$ cat config.mk
export PLATFORM = sky130hd
export DESIGN_NAME = fetch_stage
export DESIGN_NICKNAME = d
export VERILOG_FILES = /design/src/rtl/mips_pkg.sv /design/src/rtl/if_id_reg.sv /design/src/rtl/fetch_stage.sv
export SDC_FILE = /design/constraint.sdc
export NUM_CORES = 1
export LEC_CHECK = 0
export ABC_AREA = 1
export BUFFER_PORTS_ARGS = -buffer_cell sky130_fd_sc_hd__buf_2
export CAP_MARGIN = 40
export CORE_MARGIN = 10
export CORE_UTILIZATION = 53
export DETAILED_ROUTE_END_ITERATION = 10
export PLACE_DENSITY = 0.78
export SLEW_MARGIN = 20
export SYNTH_ARGS = -nofsm -noshare
export SYNTH_HDL_FRONTEND = slang
export SYNTH_HIERARCHICAL = 1
export SYNTH_SLANG_ARGS = --single-unit
$ cat constraint.sdc
create_clock -name clk -period 3.9 [get_ports clk]
set_clock_uncertainty 0.15 [all_clocks]
set_input_delay 0.195 -clock clk [delete_from_list [all_inputs] [get_ports clk]]
set_output_delay 0.195 -clock clk [all_outputs]
set_load 0.05 [all_outputs]
$ cat src/rtl/mips_pkg.sv
// mips_pkg: shared types and constants for the MIPS pipeline front end.
//   NOP                 - all-zero instruction word (sll $0,$0,0)
//   TEXT_START_DEFAULT  - default reset PC / base of the instruction region
//   TEXT_BYTES_DEFAULT  - default size of the instruction region in bytes
//   fetch_state_t       - fetch FSM states (BOOT, RUN)
//   if_id_t             - contents of the IF/ID pipeline register
package mips_pkg;

  localparam logic [31:0] NOP                = 32'h0000_0000;
  localparam logic [31:0] TEXT_START_DEFAULT = 32'h0040_0000;
  localparam int unsigned TEXT_BYTES_DEFAULT = 1024;

  typedef enum logic {
    BOOT = 1'b0,
    RUN  = 1'b1
  } fetch_state_t;

  typedef struct packed {
    logic        valid;
    logic [31:0] pc;
    logic [31:0] pc4;
    logic [31:0] instr;
  } if_id_t;

endpackage

$ cat src/rtl/if_id_reg.sv
// if_id_reg: the IF/ID pipeline register.
//   clk, rst - clock and asynchronous active-high reset
//   bubble   - invalidate the entry and replace the word with NOP; the PC
//              fields keep their previous value
//   load     - capture d
//   d        - entry produced by the fetch stage this cycle
//   q        - entry presented to the decode stage
// Bubble has priority over load; with neither asserted the entry holds.
module if_id_reg
  import mips_pkg::*;
#(
  parameter logic [31:0] TEXT_START = TEXT_START_DEFAULT
) (
  input  logic   clk,
  input  logic   rst,
  input  logic   bubble,
  input  logic   load,
  input  if_id_t d,
  output if_id_t q
);

  // ---- IF/ID boundary ----
  always_ff @(posedge clk or posedge rst) begin
    if (rst) begin
      q.valid <= 1'b0;
      q.pc    <= TEXT_START;
      q.pc4   <= TEXT_START + 32'd4;
      q.instr <= NOP;
    end else if (bubble) begin
      q.valid <= 1'b0;
      q.instr <= NOP;
    end else if (load) begin
      q <= d;
    end
  end

endmodule

$ cat src/rtl/fetch_stage.sv
// fetch_stage: instruction-fetch stage of the 5-stage MIPS pipeline.
//   clk, rst        - clock, asynchronous active-high reset
//   stall           - hold PC and IF/ID (load-use hazard)
//   flush           - turn IF/ID into a bubble on the next edge
//   redirect_valid  - take redirect_pc as the next PC, bubble IF/ID
//   redirect_pc     - branch/jump target
//   imem_addr       - instruction-memory byte address (always equals pc)
//   imem_rdata      - instruction word, combinational from imem_addr
//   pc              - current fetch PC
//   if_id_valid/pc/pc4/instr - IF/ID register contents for decode
//   fetch_fault     - sticky: an out-of-region or misaligned PC was fetched
//   fetch_count     - number of valid instructions loaded into IF/ID
//   stall_count     - number of RUN cycles with stall and no redirect
// The BOOT state spends its single cycle fetching TEXT_START unconditionally;
// hazard inputs are only honoured from RUN onward.
module fetch_stage
  import mips_pkg::*;
#(
  parameter logic [31:0] TEXT_START = TEXT_START_DEFAULT,
  parameter int unsigned TEXT_BYTES = TEXT_BYTES_DEFAULT
) (
  input  logic        clk,
  input  logic        rst,
  input  logic        stall,
  input  logic        flush,
  input  logic        redirect_valid,
  input  logic [31:0] redirect_pc,
  output logic [31:0] imem_addr,
  input  logic [31:0] imem_rdata,
  output logic [31:0] pc,
  output logic        if_id_valid,
  output logic [31:0] if_id_pc,
  output logic [31:0] if_id_pc4,
  output logic [31:0] if_id_instr,
  output logic        fetch_fault,
  output logic [31:0] fetch_count,
  output logic [31:0] stall_count
);

  fetch_state_t state_q;
  logic [31:0]  pc_q;
  logic         fault_q;
  logic [31:0]  fetch_cnt_q;
  logic [31:0]  stall_cnt_q;

  logic         boot;
  logic         in_range_p0;
  logic [31:0]  pc4_p0;
  logic [31:0]  word_p0;
  logic         do_bubble;
  logic         do_load;
  logic         do_stall_cnt;
  logic [31:0]  pc_next;
  if_id_t       if_id_d;
  if_id_t       if_id_q;

  // Offset test wraps naturally, so addresses below TEXT_START give a huge
  // offset and fall outside the region without a separate lower-bound compare.
  function automatic logic pc_in_range(input logic [31:0] addr);
    logic [31:0] off;
    off = addr - TEXT_START;
    return (addr[1:0] == 2'b00) && (off < TEXT_BYTES);
  endfunction

  // ---- IF stage (p0): address out, word back, next-PC select ----
  assign boot        = (state_q == BOOT);
  assign imem_addr   = pc_q;
  assign in_range_p0 = pc_in_range(pc_q);
  assign pc4_p0      = pc_q + 32'd4;
  assign word_p0     = in_range_p0 ? imem_rdata : NOP;

  always_comb begin
    do_bubble    = 1'b0;
    do_load      = 1'b0;
    do_stall_cnt = 1'b0;
    pc_next      = pc4_p0;
    if (boot) begin
      do_load = 1'b1;
    end else begin
      // IF/ID: flush/redirect bubble beats stall hold beats load.
      if (flush || redirect_valid) begin
        do_bubble = 1'b1;
      end else if (!stall) begin
        do_load = 1'b1;
      end
      // PC: redirect beats stall beats sequential.
      if (redirect_valid) begin
        pc_next = redirect_pc;
      end else if (stall) begin
        pc_next      = pc_q;
        do_stall_cnt = 1'b1;
      end
    end
  end

  always_comb begin
    if_id_d.valid = 1'b1;
    if_id_d.pc    = pc_q;
    if_id_d.pc4   = pc4_p0;
    if_id_d.instr = word_p0;
  end

  // ---- Control state: FSM, PC, fault flag, counters ----
  always_ff @(posedge clk or posedge rst) begin
    if (rst) begin
      state_q     <= BOOT;
      pc_q        <= TEXT_START;
      fault_q     <= 1'b0;
      fetch_cnt_q <= 32'd0;
      stall_cnt_q <= 32'd0;
    end else begin
      case (state_q)
        BOOT:    state_q <= RUN;
        RUN:     state_q <= RUN;
        default: state_q <= BOOT;
      endcase
      pc_q <= pc_next;
      if (do_load && !in_range_p0) begin
        fault_q <= 1'b1;
      end
      if (do_load) begin
        fetch_cnt_q <= fetch_cnt_q + 32'd1;
      end
      if (do_stall_cnt) begin
        stall_cnt_q <= stall_cnt_q + 32'd1;
      end
    end
  end

  // ---- IF/ID boundary (p1) ----
  if_id_reg #(
    .TEXT_START(TEXT_START)
  ) u_if_id (
    .clk    (clk),
    .rst    (rst),
    .bubble (do_bubble),
    .load   (do_load),
    .d      (if_id_d),
    .q      (if_id_q)
  );

  assign pc          = pc_q;
  assign if_id_valid = if_id_q.valid;
  assign if_id_pc    = if_id_q.pc;
  assign if_id_pc4   = if_id_q.pc4;
  assign if_id_instr = if_id_q.instr;
  assign fetch_fault = fault_q;
  assign fetch_count = fetch_cnt_q;
  assign stall_count = stall_cnt_q;

endmodule

==> summary.log <==
INFO  routing        detail_route.wirelength=34.02mm
INFO  clock_tree     cts_max_level=4
INFO  place          gp_congestion=0.9031
INFO  min_path       min_from=redirect_pc[9]
INFO  min_path       min_delay_worst_endpoint=imem_addr[9]$_DFFE_PP0N_
INFO  setup_path     arrival=2.92ns
INFO  setup_path     crit_path_start_kind=input pin
INFO  global_route   via_count_of_the_first_global_routing_pass=10,070
INFO  place          postPlaceCellArea=11,880µm²
INFO  synth          yosysSeqAreaShare=46.79%
INFO  synth          syn-cell-area=10,440µm²
INFO  synth          synthesis.yosys.warnings=6
INFO  sta            drv_slew=0
INFO  sta            hold_violations=0
INFO  setup_path     reg2regPathDepth=6
INFO  die            floorplan.rows=51
INFO  routing        initialDrtViolationCount=748
INFO  clock_tree     cts-buffers-inserted=17
INFO  die            design.portCount=295
INFO  setup_path     critical_path_peak_fanout=38
INFO  clock_tree     clock_sink_count=195
INFO  setup_path     cp_common_cell=sky130_fd_sc_hd__nand2_1
INFO  synth          synthesis.area_per_instance=7.326µm²
INFO  sta            unrepaired_setup_endpoints_after_global_routing=false
INFO  die            floorplan.initialDensity=53.82%
INFO  final_layout   most_used_cells_in_the_layout_excluding_fill_and_tap_cells=sky130_fd_sc_hd__nand2_1, sky130_fd_sc_hd__buf_2, sky130_fd_sc_hd__dfrtp_1
INFO  setup_path     worst_path_max_delay_cell=sky130_fd_sc_hd__nor2_4
INFO  setup_path     critical_path_cell_count=8
INFO  sta            worst-slew-pin-transition=0.7434ns
INFO  final_layout   post-route-cell-area=13,100µm²
INFO  setup_path     crit_path_max_incr_delay=0.78ns
INFO  synth          synth_unique_cells=33
INFO  min_path       timing.hold.worst_path_depth=3
INFO  die            core=19,400µm²
INFO  final_layout   synthToLayoutAreaGrowth=25.48%
INFO  die            die-area=25,710µm²
INFO  global_route   globalRoute.totalOverflow=0
INFO  clock_tree     tritoncts_clock_tree=yes
INFO  setup_path     crit_path_end_kind=register
INFO  run_status     run_status=finished clean
INFO  sta            report.final.setup_viol=0
INFO  routing        route.vias.total=10,307
INFO  setup_path     crit_type=input pin to register
INFO  global_route   globalRouteTotalUtil=25.98%
INFO  routing        post_drt_via_cell_ratio=5.128
INFO  sta            totalNegativeSetupSlack=0ns
INFO  clock_tree     cell_at_the_root_of_the_clock_tree=sky130_fd_sc_hd__clkbuf_16
INFO  sta            timing.fmax=370.2MHz
INFO  final_layout   mostFrequentLayoutCell=sky130_fd_sc_hd__nand2_1
INFO  place          dp.final_hpwl=24.85mm
INFO  setup_path     cp.required=4.12ns
INFO  sta            worst_slew_slack_as_a_fraction_of_its_limit=50.32%
INFO  setup_path     critical_path.n_buffers_inverters=3
INFO  pwr            vdd_drop_max=0.0003756V
INFO  routing        drc=0
INFO  final_layout   share_of_cells_above_drive_strength_1=20.93%
INFO  setup_path     reg2reg_setup_slack=1.23ns
INFO  clock_tree     cts_repair_resize_count=0
INFO  setup_path     rr_startpoint=state_q$_DFF_PP0_
INFO  final_layout   layout.nets=1,803
INFO  routing        route.detailed.wl_per_inst=16.93µm
INFO  setup_path     worst_path_dominant_cell_family=simple AND/OR/NAND/NOR gates
INFO  global_route   global_route_wire_length_before_repair=54.49mm
INFO  sta            final_critical_path_setup_slack=1.199ns
INFO  global_route   grt_max_degree=65
INFO  sta            timing.final.crit_period=2.701ns
INFO  die            die_width=160.4µm
INFO  die            die_height=160.4µm
INFO  place          io_buffer_count=294
INFO  sta            finalHoldWorstSlack=0.01316ns
INFO  place          pre_cts_slack=1.285ns
INFO  pwr            leakage=7.203nW
INFO  synth          postSynthRegisterBits=195
INFO  global_route   antenna_found_initial=3
INFO  synth          synthesis.instances=1,425
INFO  clock_tree     clkLatencyLatePin=0.43ns
INFO  clock_tree     cts_setup_buffers=0
INFO  sta            timing.final.crit_share=69.27%
INFO  clock_tree     cts_hold_buffers=63
INFO  pwr            power_density=549.1nW/µm²
INFO  clock_tree     clock_pin_transition_on_the_worst_setup_and_hold_timing_paths=0.08ns
INFO  final_layout   number_of_fillers_in_the_final_layout=1,702
INFO  run            cap_violations=0
INFO  routing        ant_nets=0
INFO  clock_tree     clk_path_buf_depth=2
INFO  setup_path     r2r-end=u_if_id/q[8]$_DFFE_PP0P_
INFO  min_path       worst_hold_path_type=input pin to register
INFO  setup_path     timing.critical_path.cells=dlygate4sd3_1 -> buf_2 -> nand2_1 -> nand3_2 -> clkinv_2 -> nor2_4 -> nand2_1 -> nand2_1
INFO  routing        drt-pass1-iter-count=5
metal layers:
layer  up-vias  part of all wire, %  wire length [µm]  global-route usage, %
met1      4828                   42             14120                  32.08
met2       410                   49             16520                  43.52
li1       5022                    -                 -                      -
met4         4                  1.8               624                  7.304
met5         -                0.079                27                      0
met3        43                  8.0              2730                  7.388
worst max path at each step:
stage	endpoint	slack, ns	start
CTS	u_if_id/q[24]$_DFFE_PP0P_	1.24	redirect_valid
global route	u_if_id/q[8]$_DFFE_PP0P_	1.01	redirect_valid
floorplan	fetch_count[0]$_DFFE_PP0N_	0.99	rst
detailed placement	u_if_id/q[24]$_DFFE_PP0P_	1.28	state_q$_DFF_PP0_
finish	u_if_id/q[8]$_DFFE_PP0P_	1.20	redirect_valid
global placement	u_if_id/q[13]$_DFFE_PP0P_	1.36	imem_addr[22]$_DFFE_PP1N_
cells by family (layout without fill, tap and decap cells):
family                   count (synthesis)  count (layout)  share of synthesized area, %
AO/OA/AOI/OAI                           39              39                         1.954
XOR/XNOR                                48              48                         4.027
adder cells (fa/ha/maj)                  3               3                        0.3596
buffers and inverters                  205             523                         9.300
flip-flops                             195             195                         46.79
other                                    1               3                       0.03592
AND/OR/NAND/NOR                        934             934                         37.54
where the power goes:
group	switching (mW)	internal, mW
Combinational	2.14	0.587
Clock	0.844	0.921
Sequential	0.371	2.33
synth_stat cells, drive strengths merged:
master / n / area (µm²)
a21oi: 16 / 80.08
o21bai: 1 / 7.510
o22ai: 5 / 31.28
clkbuf: 13 / 50.04
nor3: 9 / 50.05
nor2: 201 / 823.3
dfstp: 4 / 105.1
nand2: 527 / 1991
xor2: 24 / 210.2
nor4: 1 / 6.260
nand3b: 10 / 75.07
dfrtp: 191 / 4780
xnor2: 24 / 210.2
buf: 70 / 463.0
clkinv: 1 / 3.750
ha: 3 / 37.54
nand3: 170 / 873.3
o21ai: 17 / 85.08
nand4: 16 / 100.1
inv: 121 / 454.2
conb: 1 / 3.750
worst register-to-register path, stage by stage (launching register included):
cell	delay, ns
sky130_fd_sc_hd__dfrtp_1	0.40
sky130_fd_sc_hd__nand2_2	0.11
sky130_fd_sc_hd__nand3_2	0.31
sky130_fd_sc_hd__clkinv_2	0.56
sky130_fd_sc_hd__nor2_4	0.79
sky130_fd_sc_hd__nand2_1	0.17
sky130_fd_sc_hd__nand2_1	0.11
flip-flops by register name, indices dropped and copies added, names as in the netlist:
signal       count
stall_count     32
imem_addr       32
fetch_count     32
fetch_fault      1
state_q          1
u_if_id/q       97
area by class of cell:
cell class | instances | area [µm²] | area share (%)
flip-flops and latches | 195 | 4885 | 37.29
clock buffers | 18 | 439.2 | 3.352
well taps | 265 | 331.6 | 2.531
repair buffers | 369 | 2243 | 17.13
clock inverters | 14 | 146.4 | 1.117
diodes | 1 | 2.502 | 0.01910
inverters | 122 | 464.2 | 3.543
multi-input cells | 1026 | 4588 | 35.02
stage by stage:
step | cells | power (mW) | util (%)
after floorplan | 1426 | 4.742 | -
after global placement | 1910 | 5.366 | 60.83
after detailed placement | 1914 | 5.406 | 61.25
after CTS | 2009 | 7.224 | 67.52
after global routing | 2010 | 7.516 | 67.53
final | 2010 | 7.193 | 67.53
Power figures use the tool's default switching activity.
